### config.mk
export PLATFORM = sky130hd
export DESIGN_NAME = trivia_stream_top_flat
export DESIGN_NICKNAME = d
export VERILOG_FILES = /design/src/rtl/trivia_stream_top_if.sv /design/src/rtl/trivia_stream_top.sv /design/src/flat_wrapper.sv
export SDC_FILE = /design/constraint.sdc
export NUM_CORES = 2
export LEC_CHECK = 0
export ABC_AREA = 1
export CORE_MARGIN = 1
export CORE_UTILIZATION = 49
export CTS_CLUSTER_DIAMETER = 100
export DETAILED_ROUTE_END_ITERATION = 12
export GPL_TIMING_DRIVEN = 1
export PLACE_DENSITY = 0.83
export SLEW_MARGIN = 20
export SYNTH_ARGS = -nofsm -noshare
export SYNTH_HDL_FRONTEND = slang
export SYNTH_SLANG_ARGS = --single-unit
### constraint.sdc
create_clock -name clk -period 4 [get_ports clk]
set_input_delay 1 -clock clk [delete_from_list [all_inputs] [get_ports clk]]
set_output_delay 1 -clock clk [all_outputs]
set_load 0.005 [all_outputs]
### src/rtl/trivia_stream_top_if.sv
// rtl/trivia_stream_top_if.sv - stream bundle for trivia_stream_top: input, keystream and output handshakes
// Ports (signals):
//   in_data/in_valid/in_ready      : AD then message beats into the datapath
//   ks_data/ks_valid/ks_ready      : keystream words from the keystream generator
//   out_data/out_keep/out_valid/out_ready/out_last : ciphertext/plaintext then tag beats
// Modports: slave = datapath side, master = fabric/environment side.
interface trivia_stream_top_if #(
  parameter int DATA_W = 64
);
  logic [DATA_W-1:0]   in_data;
  logic                in_valid;
  logic                in_ready;
  logic [DATA_W-1:0]   ks_data;
  logic                ks_valid;
  logic                ks_ready;
  logic [DATA_W-1:0]   out_data;
  logic [DATA_W/8-1:0] out_keep;
  logic                out_valid;
  logic                out_ready;
  logic                out_last;

  modport slave (
    input  in_data, in_valid, ks_data, ks_valid, out_ready,
    output in_ready, ks_ready, out_data, out_keep, out_valid, out_last
  );

  modport master (
    output in_data, in_valid, ks_data, ks_valid, out_ready,
    input  in_ready, ks_ready, out_data, out_keep, out_valid, out_last
  );
endinterface

### src/rtl/trivia_stream_top.sv
// rtl/trivia_stream_top.sv - streaming TriviA-ck datapath: keystream XOR, byte masking, rotating tag fold
// Ports:
//   clk, reset (sync, active-low)
//   start, enc_dec, ad_len, msg_len : packet request, sampled in IDLE
//   tag_in                          : expected tag for decrypt, sampled at end of TAG
//   s (trivia_stream_top_if.slave)  : input, keystream and output streams
//   tag_out, auth_ok                : result, held until next start
//   done, busy, clen                : end pulse, activity, output byte count
module trivia_stream_top #(
  parameter int DATA_W = 64,
  parameter int TAG_W  = 128,
  parameter int LEN_W  = 64
) (
  input  logic                clk,
  input  logic                reset,
  input  logic                start,
  input  logic                enc_dec,
  input  logic [LEN_W-1:0]    ad_len,
  input  logic [LEN_W-1:0]    msg_len,
  input  logic [TAG_W-1:0]    tag_in,
  trivia_stream_top_if.slave  s,
  output logic [TAG_W-1:0]    tag_out,
  output logic                done,
  output logic                auth_ok,
  output logic                busy,
  output logic [LEN_W-1:0]    clen
);
  localparam int BYTES = DATA_W / 8;
  localparam int NTW   = TAG_W / DATA_W;
  localparam int BW    = $clog2(BYTES + 1);
  localparam int IW    = $clog2(NTW + 1);

  typedef enum logic [2:0] {S_IDLE, S_AD, S_MSG, S_TAG, S_FIN} state_t;

  state_t            state;
  logic              enc_dec_r;
  logic [LEN_W-1:0]  rem;
  logic [LEN_W-1:0]  msg_rem;
  logic [TAG_W-1:0]  t_acc;
  logic [TAG_W-1:0]  tag_in_r;
  logic [IW-1:0]     tw_idx;

  logic              out_space;
  logic              is_last;
  logic [BW-1:0]     nbytes;
  logic [BYTES-1:0]  keep_mask;
  logic [DATA_W-1:0] byte_mask;
  logic [DATA_W-1:0] y_msg;
  logic [DATA_W-1:0] p_blk;
  logic [DATA_W-1:0] tag_word;
  logic [TAG_W-1:0]  t_absorb;
  logic [BW-1:0]     keep_cnt;
  logic              ad_fire;
  logic              msg_fire;
  logic              tag_fire;
  int                tw_base;

  // The output register can take a new beat when empty or draining this cycle.
  assign out_space = ~s.out_valid | s.out_ready;
  assign is_last   = (rem <= LEN_W'(BYTES));
  assign nbytes    = is_last ? rem[BW-1:0] : BW'(BYTES);
  // Byte 0 sits at the MSB end, so valid bytes form a run of ones from the top.
  assign keep_mask = ~({BYTES{1'b1}} >> nbytes);

  always_comb begin
    byte_mask = '0;
    for (int i = 0; i < BYTES; i++) begin
      byte_mask[8*i +: 8] = {8{keep_mask[i]}};
    end
  end

  assign y_msg = (s.in_data ^ s.ks_data) & byte_mask;
  // Decrypt absorbs the recovered plaintext; encrypt absorbs the masked input.
  assign p_blk = (state == S_MSG && enc_dec_r) ? y_msg : (s.in_data & byte_mask);
  assign t_absorb = {t_acc[TAG_W-2:0], t_acc[TAG_W-1]} ^ TAG_W'(p_blk);

  always_comb begin
    tw_base  = TAG_W - DATA_W * (int'(tw_idx) + 1);
    tag_word = t_acc[tw_base +: DATA_W] ^ s.ks_data;
  end

  assign ad_fire  = (state == S_AD) && s.in_valid;
  assign msg_fire = (state == S_MSG) && s.in_valid && s.ks_valid && out_space;
  assign tag_fire = (state == S_TAG) && s.ks_valid && (enc_dec_r || out_space);

  always_comb begin
    s.in_ready = 1'b0;
    s.ks_ready = 1'b0;
    case (state)
      S_AD:  s.in_ready = 1'b1;
      S_MSG: begin
        s.in_ready = msg_fire;
        s.ks_ready = msg_fire;
      end
      S_TAG: s.ks_ready = enc_dec_r | out_space;
      default: ;
    endcase
  end

  always_comb begin
    keep_cnt = '0;
    for (int i = 0; i < BYTES; i++) begin
      keep_cnt = keep_cnt + BW'(s.out_keep[i]);
    end
  end

  assign busy = (state != S_IDLE);

  always_ff @(posedge clk) begin
    if (!reset) begin
      state       <= S_IDLE;
      enc_dec_r   <= 1'b0;
      rem         <= '0;
      msg_rem     <= '0;
      t_acc       <= '0;
      tag_in_r    <= '0;
      tw_idx      <= '0;
      s.out_data  <= '0;
      s.out_keep  <= '0;
      s.out_valid <= 1'b0;
      s.out_last  <= 1'b0;
      tag_out     <= '0;
      done        <= 1'b0;
      auth_ok     <= 1'b0;
      clen        <= '0;
    end else begin
      done <= 1'b0;
      if (s.out_valid && s.out_ready) begin
        s.out_valid <= 1'b0;
        clen        <= clen + LEN_W'(keep_cnt);
      end
      case (state)
        S_IDLE: begin
          if (start) begin
            enc_dec_r <= enc_dec;
            t_acc     <= '0;
            clen      <= '0;
            tag_out   <= '0;
            auth_ok   <= 1'b0;
            msg_rem   <= msg_len;
            tw_idx    <= '0;
            if (ad_len != '0) begin
              rem   <= ad_len;
              state <= S_AD;
            end else if (msg_len != '0) begin
              rem   <= msg_len;
              state <= S_MSG;
            end else begin
              state <= S_TAG;
            end
          end
        end
        S_AD: begin
          if (ad_fire) begin
            t_acc <= t_absorb;
            rem   <= rem - LEN_W'(nbytes);
            if (is_last) begin
              if (msg_rem != '0) begin
                rem   <= msg_rem;
                state <= S_MSG;
              end else begin
                state <= S_TAG;
              end
            end
          end
        end
        S_MSG: begin
          if (msg_fire) begin
            t_acc       <= t_absorb;
            rem         <= rem - LEN_W'(nbytes);
            s.out_data  <= y_msg;
            s.out_keep  <= keep_mask;
            s.out_last  <= is_last && enc_dec_r;
            s.out_valid <= 1'b1;
            if (is_last) state <= S_TAG;
          end
        end
        S_TAG: begin
          if (tag_fire) begin
            // The accumulator slice becomes the finished tag word in place.
            t_acc[tw_base +: DATA_W] <= tag_word;
            tw_idx <= tw_idx + 1'b1;
            if (!enc_dec_r) begin
              s.out_data  <= tag_word;
              s.out_keep  <= '1;
              s.out_last  <= (tw_idx == IW'(NTW - 1));
              s.out_valid <= 1'b1;
            end
            if (tw_idx == IW'(NTW - 1)) begin
              tag_in_r <= tag_in;
              state    <= S_FIN;
            end
          end
        end
        S_FIN: begin
          if (out_space) begin
            done    <= 1'b1;
            tag_out <= t_acc;
            auth_ok <= enc_dec_r ? (t_acc == tag_in_r) : 1'b1;
            state   <= S_IDLE;
          end
        end
        default: state <= S_IDLE;
      endcase
    end
  end
endmodule
### src/flat_wrapper.sv
// flat-port wrapper written by rule: the top's interface ports become plain ports
module trivia_stream_top_flat 
#(
  parameter int DATA_W = 64,
  parameter int TAG_W  = 128,
  parameter int LEN_W  = 64
)
  (clk, reset, start, enc_dec, ad_len, msg_len, tag_in, tag_out, done, auth_ok, busy, clen, s_in_data, s_in_valid, s_ks_data, s_ks_valid, s_out_ready, s_in_ready, s_ks_ready, s_out_data, s_out_keep, s_out_valid, s_out_last);
  trivia_stream_top_if #(.DATA_W(DATA_W)) s_i ();
  input  logic clk;
  input  logic reset;
  input  logic start;
  input  logic enc_dec;
  input  logic [LEN_W-1:0] ad_len;
  input  logic [LEN_W-1:0] msg_len;
  input  logic [TAG_W-1:0] tag_in;
  output logic [TAG_W-1:0] tag_out;
  output logic done;
  output logic auth_ok;
  output logic busy;
  output logic [LEN_W-1:0] clen;
  input wire logic [$bits(s_i.in_data)-1:0] s_in_data;
  input wire logic [$bits(s_i.in_valid)-1:0] s_in_valid;
  input wire logic [$bits(s_i.ks_data)-1:0] s_ks_data;
  input wire logic [$bits(s_i.ks_valid)-1:0] s_ks_valid;
  input wire logic [$bits(s_i.out_ready)-1:0] s_out_ready;
  output wire logic [$bits(s_i.in_ready)-1:0] s_in_ready;
  output wire logic [$bits(s_i.ks_ready)-1:0] s_ks_ready;
  output wire logic [$bits(s_i.out_data)-1:0] s_out_data;
  output wire logic [$bits(s_i.out_keep)-1:0] s_out_keep;
  output wire logic [$bits(s_i.out_valid)-1:0] s_out_valid;
  output wire logic [$bits(s_i.out_last)-1:0] s_out_last;
  assign s_i.in_data = s_in_data;
  assign s_i.in_valid = s_in_valid;
  assign s_i.ks_data = s_ks_data;
  assign s_i.ks_valid = s_ks_valid;
  assign s_i.out_ready = s_out_ready;
  assign s_in_ready = s_i.in_ready;
  assign s_ks_ready = s_i.ks_ready;
  assign s_out_data = s_i.out_data;
  assign s_out_keep = s_i.out_keep;
  assign s_out_valid = s_i.out_valid;
  assign s_out_last = s_i.out_last;
  trivia_stream_top #(.DATA_W(DATA_W), .TAG_W(TAG_W), .LEN_W(LEN_W)) u_core (.clk(clk), .reset(reset), .start(start), .enc_dec(enc_dec), .ad_len(ad_len), .msg_len(msg_len), .tag_in(tag_in), .s(s_i), .tag_out(tag_out), .done(done), .auth_ok(auth_ok), .busy(busy), .clen(clen));
endmodule
==> out/metrics.yaml <==
synth_cell_type_count: 64
antenna_found_initial: 23
hold_end: "u_core.tag_out[54]"
fmax_mhz: 229.5
synth_edf_count: 0
cp-startpoint: "u_core.s.out_keep[1]"
dieArea_sq_mm: 0.07685
skew_ns: 0.05488
ioPinCount: 662
core_area_sq_mm: 0.07470
tightest_slew_ns: 1.180
viasPerCell: 6.044
maxCapViolations: 0
instances_no_fill: 7113
die_h_um: 277.2
preCtsSetupSlack_ns: -0.4599
leakagePower_uw: 0.01812
hold_viol: 0
power.switching_uw: 13520
cts.sinks: 658
clockBufferDepth: 3
grt_pass1_vias: 39200
start_util_pct: 49.69
cp-end-kind: "flop"
r2r_slack_ns: -0.36
layout_setup_ws_ns: -0.3573
drt-initial-drc-count: 5928
detailroute.via_count: 42990
syn_nets: 5954
cp.required_ns: 4.53
setup_viol: 42
hold_buffers: 0
seq_power_share_pct: 32.8
syn_to_final_growth_pct: 29.46
swShare_pct: 45.39
synth_top_cell_by_area: "dfxtp_1"
worstHoldPathCells: 2
fin_crit_ns: 4.357
cts_buffers: 75
insertion_delay_ns: 0.66
nets: 6485
r2r-start: "u_core.s.out_keep[1]"
routed_wl_um: 166100
cts_tree: "yes"
async_flop_share_pct: 0
yosysTopAreaCellShare_pct: 35.49
grt_max_degree: 179
dieWidth_um: 277.2
drive_gt1_share_pct: 8.061
overflow: 0
synthTopCellsByArea: "dfxtp_1 35%, nand2_1 11%, o21ai_0 8.6%, a21oi_1 6.8%, nor2_1 5.7%"
cp-start-kind: "flop"
syn_avg_cell_area_sq_um: 6.695
fin_util_pct: 64.33
yosys_most_used_dff: "dfxtp_1"
r2r-end: "u_core.clen[29]"
status: "complete, but fails checks"
ys_seq_area_share_pct: 35.49
drc: 0
clkTransAtPathRegs_ns: 0.06
reg2reg_depth: 22
relSlewSlack_pct: 21.21
drt_pass1_iterations: 6
rows: 100
synth_commonest_cells: "1127 x nand2_1, 658 x dfxtp_1, 635 x o21ai_0, 562 x nor2_1, 502 x a21oi_1"
critPathKind: "reg -> reg"
rsz0062_at_grt: "yes"
period_share_pct: 108.9
cp_max_fo: 4
grt_usage_pct: 41.23
ant_nets: 0
dp_hpwl_um: 120300
yosysWarnings: 0
min_from: "u_core.tag_out[54]"
clockRootBuffer: "clkbuf_16"
pwr_density_cell_mw_per_mm2: 619.8
io_buffer_count: 661
grt_first_pass_wirelength_um: 243600
vdd_drop_max_mv: 0.4960
netlist_instances: 5544
clkPwrFrac_pct: 25.0
slew_violations: 0
arrival_ns: 4.89
internal-power_uw: 16260
violations: "setup timing"
synth.most_common_cell: "nand2_1"
wl_per_cell_um: 23.35
synth_area_sq_mm: 0.03711
hp-class: "reg -> reg"
p_comb_share_pct: 42.3
gp_congestion: 1.022
place.detailed.instances: 6940
htreeDepth: 3
ys_seq_elements: 658
-- layout by cell type, fill, tap and decap left out, drive strengths merged, types with 58 or more instances in the layout --
cell type / instances
nand3: 222
o22ai: 68
xnor2: 116
xor2: 130
clkbuf: 99
nor4: 58
dfxtp: 658
nor2: 575
nand4: 82
a21oi: 505
clkdlybuf4s50: 660
o21ai: 672
or2: 67
a31oi: 108
inv: 486
nand2: 1133
o211ai: 58
buf: 157
-- routing by layer --
metal / GRT usage (%) / up-vias / part of all wire, %
li1: - / 19660 / -
met1: 52.28 / 19870 / 37
met2: 63.52 / 2873 / 44
met3: 10.60 / 575 / 13
met4: 23.28 / 14 / 6.4
met5: 0 / - / 0.051
-- cell families after synthesis --
logic type / share of synthesized area, %
flip-flops: 35.49
buffers and inverters: 9.214
other: 0.02023
AND/OR/NAND/NOR: 25.29
XOR/XNOR: 5.805
adder cells (fa/ha/maj): 0.7417
AO/OA/AOI/OAI: 23.43
-- timing repair --
item,4_1_cts,5_1_grt
pin swaps,19,24
endpoints found under the setup margin,40,50
setup buffers,12,20
gates resized for setup,56,70
-- stage by stage --
step	hold slack (ns)	total power, uW	TNS (ns)	area (sq um)
floorplan	0.4369	16890	-0.7665	37230
global placement	0.4485	21690	-5.470	44760
detailed placement	0.4530	21840	-9.475	44760
CTS	0.4623	29230	-5.529	47640
global route	0.4731	31020	-14.70	48040
finish	0.4577	29780	-7.168	48050
-- state kept, by name (all words and copies together), names as in the netlist --
register            cells
u_core.msg_rem         64
u_core.tag_out        128
u_core.state            3
u_core.s.out_valid      1
u_core.s.out_last       1
u_core.enc_dec_r        1
u_core.clen            64
u_core.tag_in_r       128
u_core.s.out_data      64
u_core.done             1
u_core.rem             64
u_core.auth_ok          1
u_core.s.out_keep       8
u_core.t_acc          128
u_core.tw_idx           2
-- critical path, stage by stage (launching register included) --
cell      delay, ns
dfxtp_2        0.33
ha_4           0.26
inv_2          0.03
fa_1           0.50
fa_1           0.44
fa_2           0.36
fa_2           0.57
inv_2          0.05
ha_4           0.25
nand3_2        0.07
nand2_2        0.09
a21boi_2       0.06
nor2_1         0.11
nand2_2        0.09
nor2_4         0.14
buf_4          0.13
buf_6          0.09
nand3_4        0.07
nor3_4         0.19
nand2_4        0.11
nor2_4         0.12
a21oi_2        0.06
o21a_1         0.11
-- how the worst max path moves through the flow --
stage / to / slack [ns]
finish: u_core.clen[29] / -0.36
global route: u_core.clen[29] / -0.50
CTS: u_core.clen[60] / -0.27
detailed placement: u_core.clen[44] / -0.46
global placement: u_core.clen[60] / -0.34
floorplan: u_core.clen[60] / -0.15
-- area by class of cell --
| class | count | area [sq um] |
|---|---|---|
| clock inverter | 31 | 514.2 |
| antenna | 16 | 40.04 |
| sequential | 658 | 13180 |
| fill | 6664 | 26650 |
| inverter | 486 | 1857 |
| tap | 969 | 1212 |
| clock buffer | 99 | 2067 |
| multi-input combinational | 4037 | 21080 |
| timing repair buffer | 817 | 8104 |
-- power groups by stage --
stage	clock network (uW)	logic, uW	registers [uW]
after detailed placement	0	12100	9700
after global routing	7680	13600	9790
after global placement	0	12000	9680
after floorplan	0	8130	8760
final	7430	12600	9760
after CTS	7430	12200	9580
No activity file was read; power rests on OpenSTA's default activity.
